===== src/rtl/fifo_stream_reader.sv =====
// Drain-side controller for the synchronous FIFO: issues reads, absorbs the
// FIFO's one-cycle read latency and presents words on a valid/ready stream.
// Latency: read in cycle t gives the word on out_data in cycle t+2 at the earliest.
// Backpressure: reads are throttled by buffer occupancy, with no comb path from out_ready.
// Optional statistics counters are built when RD_STATS_EN is defined.
module fifo_stream_reader #(
   parameter int WIDTH     = 8,
   parameter int BUF_DEPTH = 4    // power of two, >= 3
) (
   input  logic             clk,
   input  logic             rst,
   input  logic             drain_en,
   input  logic             flush,
   output logic             fifo_read_en,
   input  logic [WIDTH-1:0] fifo_read_data,
   input  logic             fifo_empty,
   input  logic             fifo_read_error,
   output logic             out_valid,
   output logic [WIDTH-1:0] out_data,
   input  logic             out_ready,
   output logic             busy,
   output logic             flush_done,
   output logic             err,
   output logic [15:0]      beat_count,
   output logic [15:0]      flush_drop_count
);

   localparam int PW = $clog2(BUF_DEPTH);
   localparam int CW = PW + 1;

   typedef enum logic [1:0] {
      S_IDLE  = 2'd0,
      S_RUN   = 2'd1,
      S_FLUSH = 2'd2
   } state_e;

   state_e           state_q, state_d;
   logic             pending_q;
   logic [CW-1:0]    count_q, count_d;
   logic [PW-1:0]    rd_ptr_q, rd_ptr_d;
   logic [PW-1:0]    wr_ptr_q, wr_ptr_d;
   logic [WIDTH-1:0] mem_q [BUF_DEPTH];
   logic             flush_done_q, flush_done_d;
   logic             err_q;

   logic             push;
   logic             pop;
   logic [CW-1:0]    occupancy;

   // Words already buffered plus the one in flight from the FIFO; reserving
   // space for the in-flight word is what keeps out_ready off the read path.
   assign occupancy = count_q + CW'(pending_q);

   assign out_valid  = (count_q != '0);
   assign out_data   = mem_q[rd_ptr_q];
   assign pop        = out_valid && out_ready;
   assign busy       = (state_q != S_IDLE) || (count_q != '0) || pending_q;
   assign flush_done = flush_done_q;
   assign err        = err_q;

   // Read request: throttled by buffer space while running, unconditional while flushing.
   always_comb begin
      fifo_read_en = 1'b0;
      case (state_q)
         S_RUN:   fifo_read_en = drain_en && !fifo_empty && (occupancy < CW'(BUF_DEPTH));
         S_FLUSH: fifo_read_en = !fifo_empty;
         default: fifo_read_en = 1'b0;
      endcase
   end

   // Next state; flush takes priority and flush_done is raised on FLUSH->IDLE.
   always_comb begin
      state_d      = state_q;
      flush_done_d = 1'b0;
      if (flush) begin
         state_d = S_FLUSH;
      end else begin
         case (state_q)
            S_IDLE: begin
               if (drain_en) state_d = S_RUN;
            end
            S_RUN: begin
               // Stay until the in-flight word has landed so it is not stranded.
               if (!drain_en && !pending_q) state_d = S_IDLE;
            end
            S_FLUSH: begin
               if (fifo_empty && !pending_q) begin
                  state_d      = S_IDLE;
                  flush_done_d = 1'b1;
               end
            end
            default: state_d = S_IDLE;
         endcase
      end
   end

   // Buffer bookkeeping: a landing word is kept unless we are flushing; flush empties the buffer.
   always_comb begin
      push     = pending_q && (state_q != S_FLUSH) && !flush;
      count_d  = count_q;
      rd_ptr_d = rd_ptr_q;
      wr_ptr_d = wr_ptr_q;
      if (flush) begin
         count_d  = '0;
         rd_ptr_d = '0;
         wr_ptr_d = '0;
      end else begin
         if (push) wr_ptr_d = wr_ptr_q + PW'(1);
         if (pop)  rd_ptr_d = rd_ptr_q + PW'(1);
         if (push && !pop)      count_d = count_q + CW'(1);
         else if (!push && pop) count_d = count_q - CW'(1);
      end
   end

   // Control state registers.
   always_ff @(posedge clk or negedge rst) begin
      if (!rst) begin
         state_q      <= S_IDLE;
         pending_q    <= 1'b0;
         count_q      <= '0;
         rd_ptr_q     <= '0;
         wr_ptr_q     <= '0;
         flush_done_q <= 1'b0;
         err_q        <= 1'b0;
      end else begin
         state_q      <= state_d;
         pending_q    <= fifo_read_en;
         count_q      <= count_d;
         rd_ptr_q     <= rd_ptr_d;
         wr_ptr_q     <= wr_ptr_d;
         flush_done_q <= flush_done_d;
         err_q        <= err_q | fifo_read_error;
      end
   end

   // Buffer storage; cleared on reset so out_data reads zero out of reset.
   always_ff @(posedge clk or negedge rst) begin
      if (!rst) begin
         for (int i = 0; i < BUF_DEPTH; i++) mem_q[i] <= '0;
      end else if (push) begin
         mem_q[wr_ptr_q] <= fifo_read_data;
      end
   end

`ifdef RD_STATS_EN
   logic [15:0]   beat_q;
   logic [15:0]   drop_q;
   logic [CW-1:0] drop_inc;
   logic [16:0]   drop_sum;

   // Words thrown away this cycle: what is left in the buffer at flush entry
   // (minus a word the consumer takes on that same edge) plus any landing word.
   always_comb begin
      drop_inc = '0;
      if (flush)                   drop_inc = count_q - CW'(pop) + CW'(pending_q);
      else if (state_q == S_FLUSH) drop_inc = CW'(pending_q);
   end

   assign drop_sum = {1'b0, drop_q} + 17'(drop_inc);

   // Saturating beat and drop counters.
   always_ff @(posedge clk or negedge rst) begin
      if (!rst) begin
         beat_q <= '0;
         drop_q <= '0;
      end else begin
         if (pop && (beat_q != 16'hFFFF)) beat_q <= beat_q + 16'd1;
         drop_q <= drop_sum[16] ? 16'hFFFF : drop_sum[15:0];
      end
   end

   assign beat_count       = beat_q;
   assign flush_drop_count = drop_q;
`else
   assign beat_count       = 16'd0;
   assign flush_drop_count = 16'd0;
`endif

endmodule


===== config.mk =====
export PLATFORM = sky130hd
export DESIGN_NAME = fifo_stream_reader
export DESIGN_NICKNAME = d
export VERILOG_FILES = /design/src/rtl/fifo_stream_reader.sv
export SDC_FILE = /design/constraint.sdc
export NUM_CORES = 1
export LEC_CHECK = 0
export ABC_CLOCK_PERIOD_IN_PS = 2200
export CORE_MARGIN = 8
export CORE_UTILIZATION = 44
export CTS_CLUSTER_SIZE = 16
export DETAILED_ROUTE_END_ITERATION = 6
export GPL_TIMING_DRIVEN = 0
export PLACE_DENSITY = 0.76
export SYNTH_ARGS = -nofsm -noshare
export SYNTH_HDL_FRONTEND = slang
export SYNTH_SLANG_ARGS = --single-unit

===== constraint.sdc =====
create_clock -name clk -period 2.2 [get_ports clk]
set_input_delay 0.22 -clock clk [delete_from_list [all_inputs] [get_ports clk]]
set_output_delay 0.22 -clock clk [all_outputs]
set_load 0.02 [all_outputs]

### Word level (Yosys, flattened, before mapping)

Index checks and enable logic that the tools add are counted.

* flip-flop bits (word level): 44
* bits of input ports: 15
* output and inout port bits: 45
* word-level logic and storage cells: 76

* add/subtract/negate cells: 5
* order comparisons: 4
* equal/unequal tests: 6
* mux-type cells: 22
* bitwise gates (word level): 3
* reduce and logical (&&, ||, !) cells: 25

Operators by type and width (number)
* 32-bit bitwise mux: 1
* 8-bit two-way mux: 3
* 8-bit binary-select mux with 2-bit select: 1
* 8-bit demux with 2-bit select: 1
* 2-bit two-way mux: 8
* 1-bit logical AND: 10
* 3-bit two-way mux: 3
* 3-bit != test (second input constant): 3
* 3-bit greater-or-equal comparator (second input constant): 2
* 1-bit logical NOT: 6
* 2-bit NOT with 3-bit output: 2
* 2-bit one-hot mux with 3 select lines: 1
* 2-bit nonzero test: 3
* 3-bit nonzero test: 2
* 2-bit by 1-bit adder with 2-bit output (second input constant): 2
* 3-bit by 1-bit adder with 3-bit output: 1
* 3-bit by 1-bit adder with 3-bit output (second input constant): 1
* 3-bit by 1-bit < comparator with 1-bit output (second input constant): 1
* 3-bit < comparator (second input constant): 1
* 1-bit two-way mux: 3
* 3-bit AND reduction: 1
* 3-bit by 1-bit subtractor with 3-bit output (second input constant): 1
* 2-bit by 1-bit == test with 1-bit output (second input constant): 1
* 2-bit == test (second input constant): 1
* other kinds (5): 6

### Depth between registers and ports, before layout

Gate-level depths: netlist of run 1.

* word-level depth: 8
* gate-level depth with buffers: 9
* gate-level depth less buffers: 9

### Worst setup path before layout of run 1

Ideal clock, no wire load.

* path type: flip-flop to flip-flop
* start: register state_q[0]
* end: register count_q[2]
* library setup time: 0.132 ns
* data arrival time: 1.951 ns
* data required time: 2.068 ns
* path slack: 0.117 ns
* stages on the path, launching flop included: 10
* buffers on the path: 0
* period minus slack after synthesis: 2.083 ns
* cell sequence: dfrtp_1 > inv_1 > ha_1 > nand2b_2 > nor3_1 > fa_1 > or3b_1 > o22ai_1 > xnor2_1 > nor2_1

* longest elaborated chain between the ends: 6
* elaborated cells on any way between the ends: 9
* those cells by class: 1 x eq/ne; 2 x mux; 6 x reduce/logical

RTL lines
* start: declaration: line 37 `state_e state_q, state_d;`
* start signal: assignment: line 126 `state_q <= state_d;`
* 2-bit != test (*): line 99 `push = pending_q && (state_q != S_FLUSH) && !flush;`
* 1-bit logical AND (*) (2 in a row): line 99
* 1-bit logical AND or 1-bit logical NOT (tied branches): line 110, 111
* 3-bit two-way mux or 1-bit logical AND (tied branches): line 110, 111
* 3-bit two-way mux or 3-bit nonzero test (tied branches)
* end signal: assignment: line 128 `count_q <= count_d;`
* end: declaration: line 39 `logic [CW-1:0] count_q, count_d;`

Mark *: on every way between the ends. The rest lies on a longest branch, timed or not.
A chain may end at the register's enable or synchronous reset.

### Worst setup path in the final report of run 1

* start: register rd_ptr_q[0]
* end: output out_data[2]

* longest elaborated chain between the ends: 4

RTL lines
* start: declaration: line 40 `logic [PW-1:0] rd_ptr_q, rd_ptr_d;`
* start signal: assignment: line 129 `rd_ptr_q <= rd_ptr_d;`
* 2-bit NOT with 3-bit output (not written as such): line 55 `assign out_data = mem_q[rd_ptr_q];`
* 8-bit binary-select mux with 2-bit select: line 55
* 8-bit two-way mux (not written as such) (2 in a row): line 55
* end: declaration: line 19 `output logic [WIDTH-1:0] out_data,`

Every way passes these cells. The select of a mux whose other input is x is not followed.

==> qor.yml, run 1 <==
cp-end-kind: "primary output"
io_buffers: 27
fp-row-count: 27
cp-start-kind: "flop"
synth_area_um2: 2390
outcome: "finished clean"
cts_tree: "built"
grt_pass1_wl_um: 7420
pin_count: 60
seq_power_share_pct: 39.9
place_hpwl_um: 3180
power.share.switching_pct: 33.2
clkTransAtPathRegs_ns: 0.08
p_clk_share_pct: 19.7
reg2reg_setup_slack_ns: 0.11
yosysSeqAreaShare_pct: 46.0
worst-setup-path-type: "flop to primary output"
fin_skew_ns: 0.00699
drt_drc_violations_left: 0
multi_input_area_um2: 1100
grt_pass1_vias: 1559
drv_cap: 0
power.switching_uw: 885
fill_cells: 477
p_leak_uw: 0.00152
cp_max_fo: 10
synthToLayoutAreaGrowth_pct: 26.3
hold_path_class: "input pin to asynchronous set/reset pin"
die_w_um: 89.7
netlist_instances: 188
setup_viol: 0
finalPower_uw: 2670
cts_root_buf: "clkbuf_8"
clockBufferDepth: 2
die_h_um: 89.7
min_period_ns: 2.14
core_area_um2: 5370
n_antenna_cell: 0
period_share_pct: 97.1
ys_ff_latch: 44
fin_util_pct: 56.3
crit_required_ns: 1.98
fmax_mhz: 468
drt_iter0_markers: 44
combPwrFrac_pct: 40.5
clock_sinks: 44
cp_data_arrival_time_ns: 1.92
power_density_nw_per_um2: 883
drv_slew: 0
clkLatencyLatePin_ns: 0.29
ys.warnings.count: 0
post-place-ws_ns: -0.387
grt_remaining_overflow: 0
routedWlPerCell_um: 12.9
numCtsBuffers: 5
regArea_um2: 1100
hold_viol_final: 0
rsz0062_at_grt: "false"
vias: 1428
drive_gt1_share_pct: 38.0
routed_wirelength_um: 4220
cts_setup_buffers: 0
synth_edf_count: 0
rr_worst_depth: 9
detail-route-antenna-nets: 0
ys.flop_type: "dfrtp_1"
synthArstFlopShare_pct: 100
antenna_found_initial: 0
nets: 277
avgSynthCellArea_um2: 12.7
dr.pass1.iters: 2
gp_congestion: 0.709
internal-power_uw: 1780
fin_setup_tns_ns: 0
h-tree-depth: 2
die_area_um2: 8050
worst_slack_ns: 0.0639
netlist-cell-type-count: 38
grtUsageTotal_pct: 10.8
grt_max_degree: 41
initial_utilization_pct: 44.5
via_per_inst: 4.37
peakVddDrop_mv: 0.573
-- synthesized netlist by cell type (all sizes together) (2+ instances only) --
master / instances / area, um^2
and2: 4 / 35.0
nand2b: 4 / 27.5
xor2: 2 / 17.5
ha: 7 / 87.6
mux4: 8 / 180
o21ai: 3 / 15.0
nor2: 5 / 21.3
nor3: 2 / 10.0
mux2: 32 / 360
nand2: 5 / 18.8
a21oi: 3 / 15.0
buf: 38 / 294
dfrtp: 44 / 1100
xnor2: 4 / 35.0
nand3: 2 / 10.0
inv: 8 / 30.0
-- layer usage --
metal,global-route usage [%],vias to the layer above,share of wire [%]
met1,12.9,680,44
li1,-,711,-
met3,3.08,4,4.6
met2,18.6,33,50
met4,2.96,0,1.0
met5,0,-,0
-- path summary, 6_finish.rpt --
path	startpoint	to
max in group asynchronous	rst	flush_done
worst min-delay path	rst	mem_q[1]
worst max register to register	state_q[0]	count_q[2]
worst max-delay path	rd_ptr_q[0]	out_data[2]
min in group clk	err	err
worst min register to register	err	err
-- power by group through the flow --
stage,registers (uW),logic (uW),clock network [uW]
after floorplan,1040,746,0
after global placement,1060,1090,0
after global routing,1090,1170,587
after CTS,1070,1100,550
final,1060,1080,525
after detailed placement,1070,1110,0
-- flip-flops by register name, indices dropped and copies added, names as in the netlist --
name / cells
wr_ptr_q: 2
mem_q: 32
err: 1
flush_done: 1
state_q: 2
rd_ptr_q: 2
pending_q: 1
count_q: 3
-- placed cells by master (no fill, tap or decap), types with 2 or more instances in the layout --
| cell type | instances |
|---|---|
| a21oi_1 | 3 |
| and2_4 | 4 |
| buf_4 | 33 |
| buf_6 | 4 |
| clkbuf_8 | 6 |
| clkdlybuf4s50_1 | 18 |
| clkinvlp_4 | 2 |
| conb_1 | 32 |
| dfrtp_1 | 44 |
| dlygate4sd2_1 | 2 |
| dlymetal6s2s_1 | 6 |
| ha_1 | 6 |
| inv_1 | 7 |
| mux2_2 | 32 |
| mux4_2 | 8 |
| nand2_1 | 5 |
| nand2b_1 | 3 |
| nand3_1 | 2 |
| nor2_1 | 4 |
| nor3_1 | 2 |
| o21ai_0 | 3 |
| xnor2_1 | 4 |
| xor2_1 | 2 |
-- repair_timing --
action                                  4_1_cts  5_1_grt
pin swaps                                     0        0
resized for setup                             5        9
endpoints found under the hold margin        44        0
hold buffers                                  1        0
endpoints found under the setup margin       10        7
-- per-stage QoR --
| stage | cells | hold WS [ns] | cell area (um^2) |
|---|---|---|---|
| after CTS | 327 | 0.263 | 2990 |
| after global routing | 327 | 0.277 | 3020 |
| after detailed placement | 319 | 0.0546 | 2880 |
| final | 327 | 0.275 | 3020 |
| after global placement | 318 | 0.452 | 2870 |
| after floorplan | 219 | -0.0756 | 2510 |
-- critical path, stage by stage (launching register included) --
cell and delay [ns]:
dfrtp_1 0.33, buf_4 0.22, mux4_2 0.51, clkdlybuf4s50_1 0.55
-- logic make-up (layout without fill, tap and decap cells) --
| group | after synthesis | count (layout) | share of synthesized area (%) |
|---|---|---|---|
| flops | 44 | 44 | 46.0 |
| fa+ha+maj | 8 | 8 | 4.50 |
| other cells | 1 | 32 | 0.157 |
| compound gates | 12 | 12 | 3.14 |
| simple gates | 29 | 29 | 7.27 |
| buf+inv | 47 | 83 | 13.7 |
| mux | 41 | 41 | 23.0 |
| xor+xnor | 6 | 6 | 2.20 |
-- final cells by class --
cell class | count | share of cell area (%)
flip-flops and latches | 44 | 36.4
multi-input cells | 128 | 36.3
repair buffers | 29 | 10.2
plain buffers | 38 | 9.86
well taps | 72 | 2.98
clock buffers | 6 | 2.73
inverters | 8 | 0.994
clock inverters | 2 | 0.497
(Power assumes the default switching activity.)
==> run 2, diff against run 1 <==
Settings changed: CORE_ASPECT_RATIO set to 1.1, GPL_TIMING_DRIVEN 0 to not set.
==> run 2 against run 1 <==
Clock power about the same. Maximum frequency increased by 4.4%. Final area decreased by 8.5%. Count of clock-buffer cells in the layout unchanged. Non-clock buffer count decreased by 31. First-iteration DRC count decreased by 6.8%. Hold slack improved by 0.079 ns. Cell count decreased by 8.6%. Combinational power about the same. Clock skew increased by 0.0030 ns.
==> qor.yml, run 2 (synthesis gave the netlist of run 1 again) <==
fill_cells: 484  # was 477
vias: 1380  # was 1428
place_hpwl_um: 3210  # was 3180 um
gp_congestion: 0.760  # was 0.709
die_h_um: 93.3  # was 89.7 um
die_w_um: 86.3  # was 89.7 um
largest_register_ffs: 32  # unchanged
drt_iter0_markers: 41  # was 44
p_leak_uw: 0.00135  # was 0.00152 uW
timing.rr.start: "state_q[0]"  # unchanged
fin_skew_ns: 0.0100  # was 0.00699 ns
cts_root_buf: "clkbuf_8"  # unchanged
fp-row-count: 28  # was 27
worstPathCellList: "inv_1 > ha_1 > nand2b_2 > nor3_1 > fa_1 > or3b_1 > o22ai_1 > xnor2_1 > nor2_1"  # was buf_4 > mux4_2 > clkdlybuf4s50_1
layout_commonest_cell: "dfrtp_1"  # unchanged
top_register: "mem_q"  # unchanged
drv_cap: 0  # unchanged
via_per_inst: 4.62  # was 4.37
fin_util_pct: 51.9  # was 56.3%
dr.pass1.iters: 4  # was 2
grt_max_degree: 17  # was 41
rsz0062_at_grt: "false"  # unchanged
clockBufferDepth: 2  # unchanged
clkTransAtPathRegs_ns: 0.09  # was 0.08 ns
cts_tree: "built"  # unchanged
critPathBufInv: 1  # was 2
grt_remaining_overflow: 0  # unchanged
cts_setup_buffers: 0  # unchanged
max_stage_delay_ns: 0.40  # was 0.55 ns
hold_path_class: "input pin to asynchronous set/reset pin"  # unchanged
clock_sinks: 44  # unchanged
h-tree-depth: 2  # unchanged
fmax_mhz: 489  # was 468 MHz
outcome: "finished clean"  # unchanged
drive_gt1_share_pct: 28.6  # was 38.0%
nets: 246  # was 277
routedWlPerCell_um: 14.3  # was 12.9 um
drt_drc_violations_left: 0  # unchanged
clkLatencyLatePin_ns: 0.29  # about the same
critPathTopFamily: "simple AND/OR/NAND/NOR gates"  # was buffers and inverters
routed_wirelength_um: 4270  # was 4220 um
core_area_um2: 5330  # was 5370 um^2
n_antenna_cell: 0  # unchanged
crit_required_ns: 2.39  # was 1.98 ns
min_period_ns: 2.05  # was 2.14 ns
crit_slowest_cell: "dfrtp_1"  # was clkdlybuf4s50_1
layout_common_cells: "dfrtp_1 (44), mux2_2 (32), conb_1 (32)"  # was dfrtp_1 (44), buf_4 (33), mux2_2 (32), conb_1 (32), clkdlybuf4s50_1 (18)
die_area_um2: 8060  # was 8050 um^2
antenna_found_initial: 0  # unchanged
initial_utilization_pct: 44.9  # was 44.5%
cp_data_arrival_time_ns: 2.23  # was 1.92 ns
io_buffers: 27  # unchanged
cp-start-kind: "flop"  # unchanged
placed_cells: 290  # was 319
synthToLayoutAreaGrowth_pct: 15.6  # was 26.3%
cp-end-kind: "flop"  # was primary output
peakVddDrop_mv: 0.440  # was 0.573 mV
numCtsBuffers: 5  # unchanged
fin_cells: 299  # was 327
holdWs_ns: 0.354  # was 0.275 ns
cp_max_fo: 3  # was 10
power_density_nw_per_um2: 958  # was 883 nW/um^2
detail-route-antenna-nets: 0  # unchanged
grt_pass1_vias: 1494  # was 1559
reg_top3: "mem_q (32), count_q (3)"  # unchanged
worst-setup-path-type: "flop to flop"  # was flop to primary output
crit_path_start: "state_q[0]"  # was rd_ptr_q[0]
setup_viol: 0  # unchanged
grtUsageTotal_pct: 11.5  # was 10.8%
drv_slew: 0  # unchanged
period_share_pct: 93.0  # was 97.1%
grt_pass1_wl_um: 7320  # was 7420 um
hold_viol_final: 0  # unchanged
pin_count: 60  # unchanged
-- run 2: changes by cell type in the layout (fill, tap and decap cells not counted), sizes merged --
cell and delta:
buf -30, clkbuf -1, clkdlybuf4s50 -1, dlymetal6s2s +1
-- run 2: where the power goes --
part,internal (uW),switching (uW)
registers,955,109
clock network,254,268
logic,560,504
total,1770,881
-- run 2: worst paths after layout --
check                                   to  cells after the start  slack (ns)
worst max-delay path            count_q[2]                      9        0.15
worst max register to register  count_q[2]                      9        0.15
worst min register to register         err                      1        0.48
max in group asynchronous         mem_q[2]                      3        1.32
min in group clk                       err                      1        0.48
worst min-delay path              mem_q[7]                      2        0.35
-- run 2: final cells by class --
type | instances | area, um^2 | share of cell area (%)
flip-flops and latches | 44 | 1100 | 39.8
multi-input cells | 128 | 1080 | 39.0
repair buffers | 36 | 363 | 13.1
well taps | 75 | 93.8 | 3.39
clock buffers | 6 | 82.6 | 2.99
inverters | 8 | 30.0 | 1.09
clock inverters | 2 | 15.0 | 0.543
-- run 2: per-layer routing --
layer  vias to the layer above  global-route usage, %  wire (um)
met5                         -                      0          0
met4                         0                   3.02         38
met3                         5                   4.04        208
met2                        39                   19.4       2150
met1                       689                   13.5       1880
li1                        647                      -          -
-- run 2: worst reg2reg max path, delay by kind of cell (launching register included) --
| family | cells | cell delay (ns) |
|---|---|---|
| AND/OR/NAND/NOR | 4 | 0.59 |
| AO/OA/AOI/OAI | 1 | 0.20 |
| flip-flops | 1 | 0.40 |
| XOR/XNOR | 1 | 0.14 |
| adder cells (fa/ha/maj) | 2 | 0.53 |
| buffers and inverters | 1 | 0.09 |
-- run 2: stage by stage --
| step | setup TNS, ns | instance area, um^2 | setup slack (ns) | power (uW) |
|---|---|---|---|---|
| 2_1_floorplan | 0 | 2510 | 0.117 | 1790 |
| 3_3_place_gp | 0 | 2640 | 0.0518 | 2160 |
| 3_5_place_dp | -0.0277 | 2640 | -0.0277 | 2190 |
| 4_1_cts | 0 | 2750 | 0.0115 | 2710 |
| 5_1_grt | 0 | 2770 | 0.0126 | 2830 |
| 6_report | 0 | 2770 | 0.155 | 2650 |
-- run 2: repair_timing --
action,in CTS,in global routing
hold endpoints to repair,13,0
endpoints found under the setup margin,2,7
gates resized for setup,2,7
hold buffers,1,0
==> run 3, diff against run 2 <==
Settings changed: CORE_UTILIZATION 44 to 57, DONT_BUFFER_PORTS set to 1, PLACE_DENSITY 0.76 to 0.75.
==> run 3 against run 2 <==
Die area fell by 19%. Wire length rose by 4.0%. Maximum frequency fell by 1.9%. Largest power group unchanged. Highest routed layer unchanged. Register-to-register slack got worse by 0.04 ns. Combinational power fell by 22%. Critical path type unchanged. Cell count fell by 17%. Total power fell by 5.0%. Sequential power rose by 4%.
==> qor.yml, run 3 (synthesis gave the netlist of run 1 again) <==
p_clk_share_pct: 23.4  # was 19.7%
fin_skew_ns: 0.00597  # was 0.0100 ns
grt_max_degree: 45  # was 17
multi_input_area_um2: 1100  # was 1080 um^2
drt_drc_violations_left: 0  # unchanged
fill_cells: 307  # was 484
cp_max_fo: 6  # was 3
die_w_um: 77.8  # was 86.3 um
layout_commonest_cell: "dfrtp_1"  # unchanged
fp-row-count: 24  # was 28
hold_viol_final: 0  # unchanged
antenna_found_initial: 0  # unchanged
critPathBufInv: 1  # unchanged
period_share_pct: 94.8  # was 93.0%
hold_path_class: "input pin to flop"  # was input pin to asynchronous set/reset pin
cp-end-kind: "flop"  # unchanged
clkTransAtPathRegs_ns: 0.08  # was 0.09 ns
worst-setup-path-type: "flop to flop"  # unchanged
fmax_mhz: 479  # was 489 MHz
internal-power_uw: 1670  # was 1770 uW
h-tree-depth: 2  # unchanged
worst_slack_ns: 0.114  # was 0.155 ns
die_area_um2: 6530  # was 8060 um^2
seq_power_share_pct: 43.6  # was 40.2%
fin_setup_tns_ns: 0  # unchanged
largest_register_ffs: 32  # unchanged
clockBufferDepth: 2  # unchanged
detail-route-antenna-nets: 0  # unchanged
power.share.switching_pct: 33.8  # was 33.2%
cp-start-kind: "flop"  # unchanged
p_leak_uw: 0.00116  # was 0.00135 uW
synthToLayoutAreaGrowth_pct: 3.71  # was 15.6%
grt_remaining_overflow: 0  # unchanged
layout_common_cells: "dfrtp_1 (43), mux2_2 (32), conb_1 (32)"  # was dfrtp_1 (44), mux2_2 (32), conb_1 (32)
routed_wirelength_um: 4450  # was 4270 um
drive_gt1_share_pct: 32.7  # was 28.6%
gp_congestion: 0.800  # was 0.760
place_hpwl_um: 3360  # was 3210 um
top_register: "mem_q"  # unchanged
cts_root_buf: "clkbuf_8"  # unchanged
grt_pass1_vias: 1508  # was 1494
pin_count: 60  # unchanged
post-place-ws_ns: 0.0304  # was -0.0277 ns
drt_iter0_markers: 63  # was 41
finalPower_uw: 2520  # was 2650 uW
power.switching_uw: 849  # was 881 uW
setup_viol: 0  # unchanged
n_antenna_cell: 0  # unchanged
holdWs_ns: 0.0333  # was 0.354 ns
numCtsBuffers: 5  # unchanged
tightest_slew_ns: 0.566
dr.pass1.iters: 4  # unchanged
critPathTopFamily: "simple AND/OR/NAND/NOR gates"  # unchanged
drv_cap: 0  # unchanged
vias: 1291  # was 1380
cp_data_arrival_time_ns: 2.25  # was 2.23 ns
io_buffers: 0  # was 27
drv_slew: 0  # unchanged
max_stage_delay_ns: 0.41  # was 0.40 ns
grtUsageTotal_pct: 14.1  # was 11.5%
routedWlPerCell_um: 17.9  # was 14.3 um
power_density_nw_per_um2: 1010  # was 958 nW/um^2
min_period_ns: 2.09  # was 2.05 ns
via_per_inst: 5.21  # was 4.62
crit_required_ns: 2.37  # was 2.39 ns
die_h_um: 83.9  # was 93.3 um
worstPathCellList: "inv_2 > ha_4 > nand2b_2 > nor3_1 > fa_1 > or3b_1 > o22ai_2 > xnor2_1 > nor2_1"  # was inv_1 > ha_1 > nand2b_2 > nor3_1 > fa_1 > or3b_1 > o22ai_1 > xnor2_1 > nor2_1
crit_slowest_cell: "dfrtp_1"  # unchanged
final_area_um2: 2480  # was 2770 um^2
initial_utilization_pct: 59.9  # was 44.9%
core_area_um2: 3990  # was 5330 um^2
reg_top3: "mem_q (32), count_q (3)"  # unchanged
regArea_um2: 1100  # about the same
peakVddDrop_mv: 0.553  # was 0.440 mV
slew_headroom_pct: 62.3
clkLatencyLatePin_ns: 0.29  # about the same
grt_pass1_wl_um: 7380  # was 7320 um
cts_tree: "built"  # unchanged
clock_sinks: 44  # unchanged
place_area_um2: 2300  # was 2640 um^2
nets: 218  # was 246
outcome: "finished clean"  # unchanged
combPwrFrac_pct: 33.0  # was 40.1%
==> run 3: changes by cell type in the layout (fill, tap and decap cells not counted), sizes merged <==
cell | before | now
clkdlybuf4s50 | 17 | 0
clkinv | 0 | 1
clkinvlp | 2 | 0
bufinv | 0 | 1
dlygate4sd2 | 2 | 0
dlygate4sd3 | 1 | 2
dlymetal6s2s | 7 | 0
buf | 9 | 6
==> run 3: metal layers <==
layer / GRT usage, % / vias to the layer above / share of wire [%]
met5: 0 / - / 0
met4: 5.15 / 0 / 1.1
met3: 5.06 / 5 / 5.9
met2: 24.9 / 35 / 55
met1: 14.7 / 659 / 38
li1: - / 592 / -
==> run 3: stage by stage <==
step / instances / util [%]
after floorplan: 219 / -
after global placement: 235 / 57.6
after detailed placement: 235 / 57.6
after CTS: 246 / 61.2
after global routing: 248 / 62.1
final: 248 / 62.1
==> run 3: path summary, 6_finish.rpt <==
check                      startpoint    endpoint  slack [ns]  cells past startpoint
min reg2reg                  mem_q[1]    mem_q[1]        0.51                      1
max reg2reg                state_q[0]  count_q[2]        0.11                      9
max                        state_q[0]  count_q[2]        0.11                      9
min in group asynchronous         rst   mem_q[30]        0.40                      2
max in group asynchronous         rst  count_q[2]        1.59                      2
min                             flush  state_q[1]        0.03                      1
==> run 3: power groups by stage <==
| stage | sequential, uW | clock [uW] | combinational, uW |
|---|---|---|---|
| floorplan | 1040 | 0 | 746 |
| global placement | 1100 | 0 | 741 |
| detailed placement | 1110 | 0 | 776 |
| CTS | 1100 | 605 | 807 |
| global route | 1120 | 641 | 903 |
| finish | 1100 | 588 | 830 |
==> run 3: worst register-to-register path, cell delays in order (launching register included) <==
cell and delay [ns]:
dfrtp_1 0.41, inv_2 0.10, ha_4 0.16, nand2b_2 0.12
nor3_1 0.06, fa_1 0.39, or3b_1 0.38, o22ai_2 0.16
xnor2_1 0.14, nor2_1 0.05
==> run 3: repair_timing <==
| action | 4_1_cts | 5_1_grt |
|---|---|---|
| hold endpoints to repair | 52 | 0 |
| resized for setup | 0 | 5 |
| buffers inserted | 0 | 2 |
| endpoints found under the setup margin | 0 | 1 |
| hold buffers | 3 | 0 |
==> run 3: layout make-up <==
type                    count  share of cell area, %
clock buffers               6                   2.92
clock inverters             2                   1.41
inverters                   8                   1.21
multi-input cells         128                   44.3
flip-flops and latches     44                   44.4
well taps                  52                   2.62
repair buffers              8                   3.13
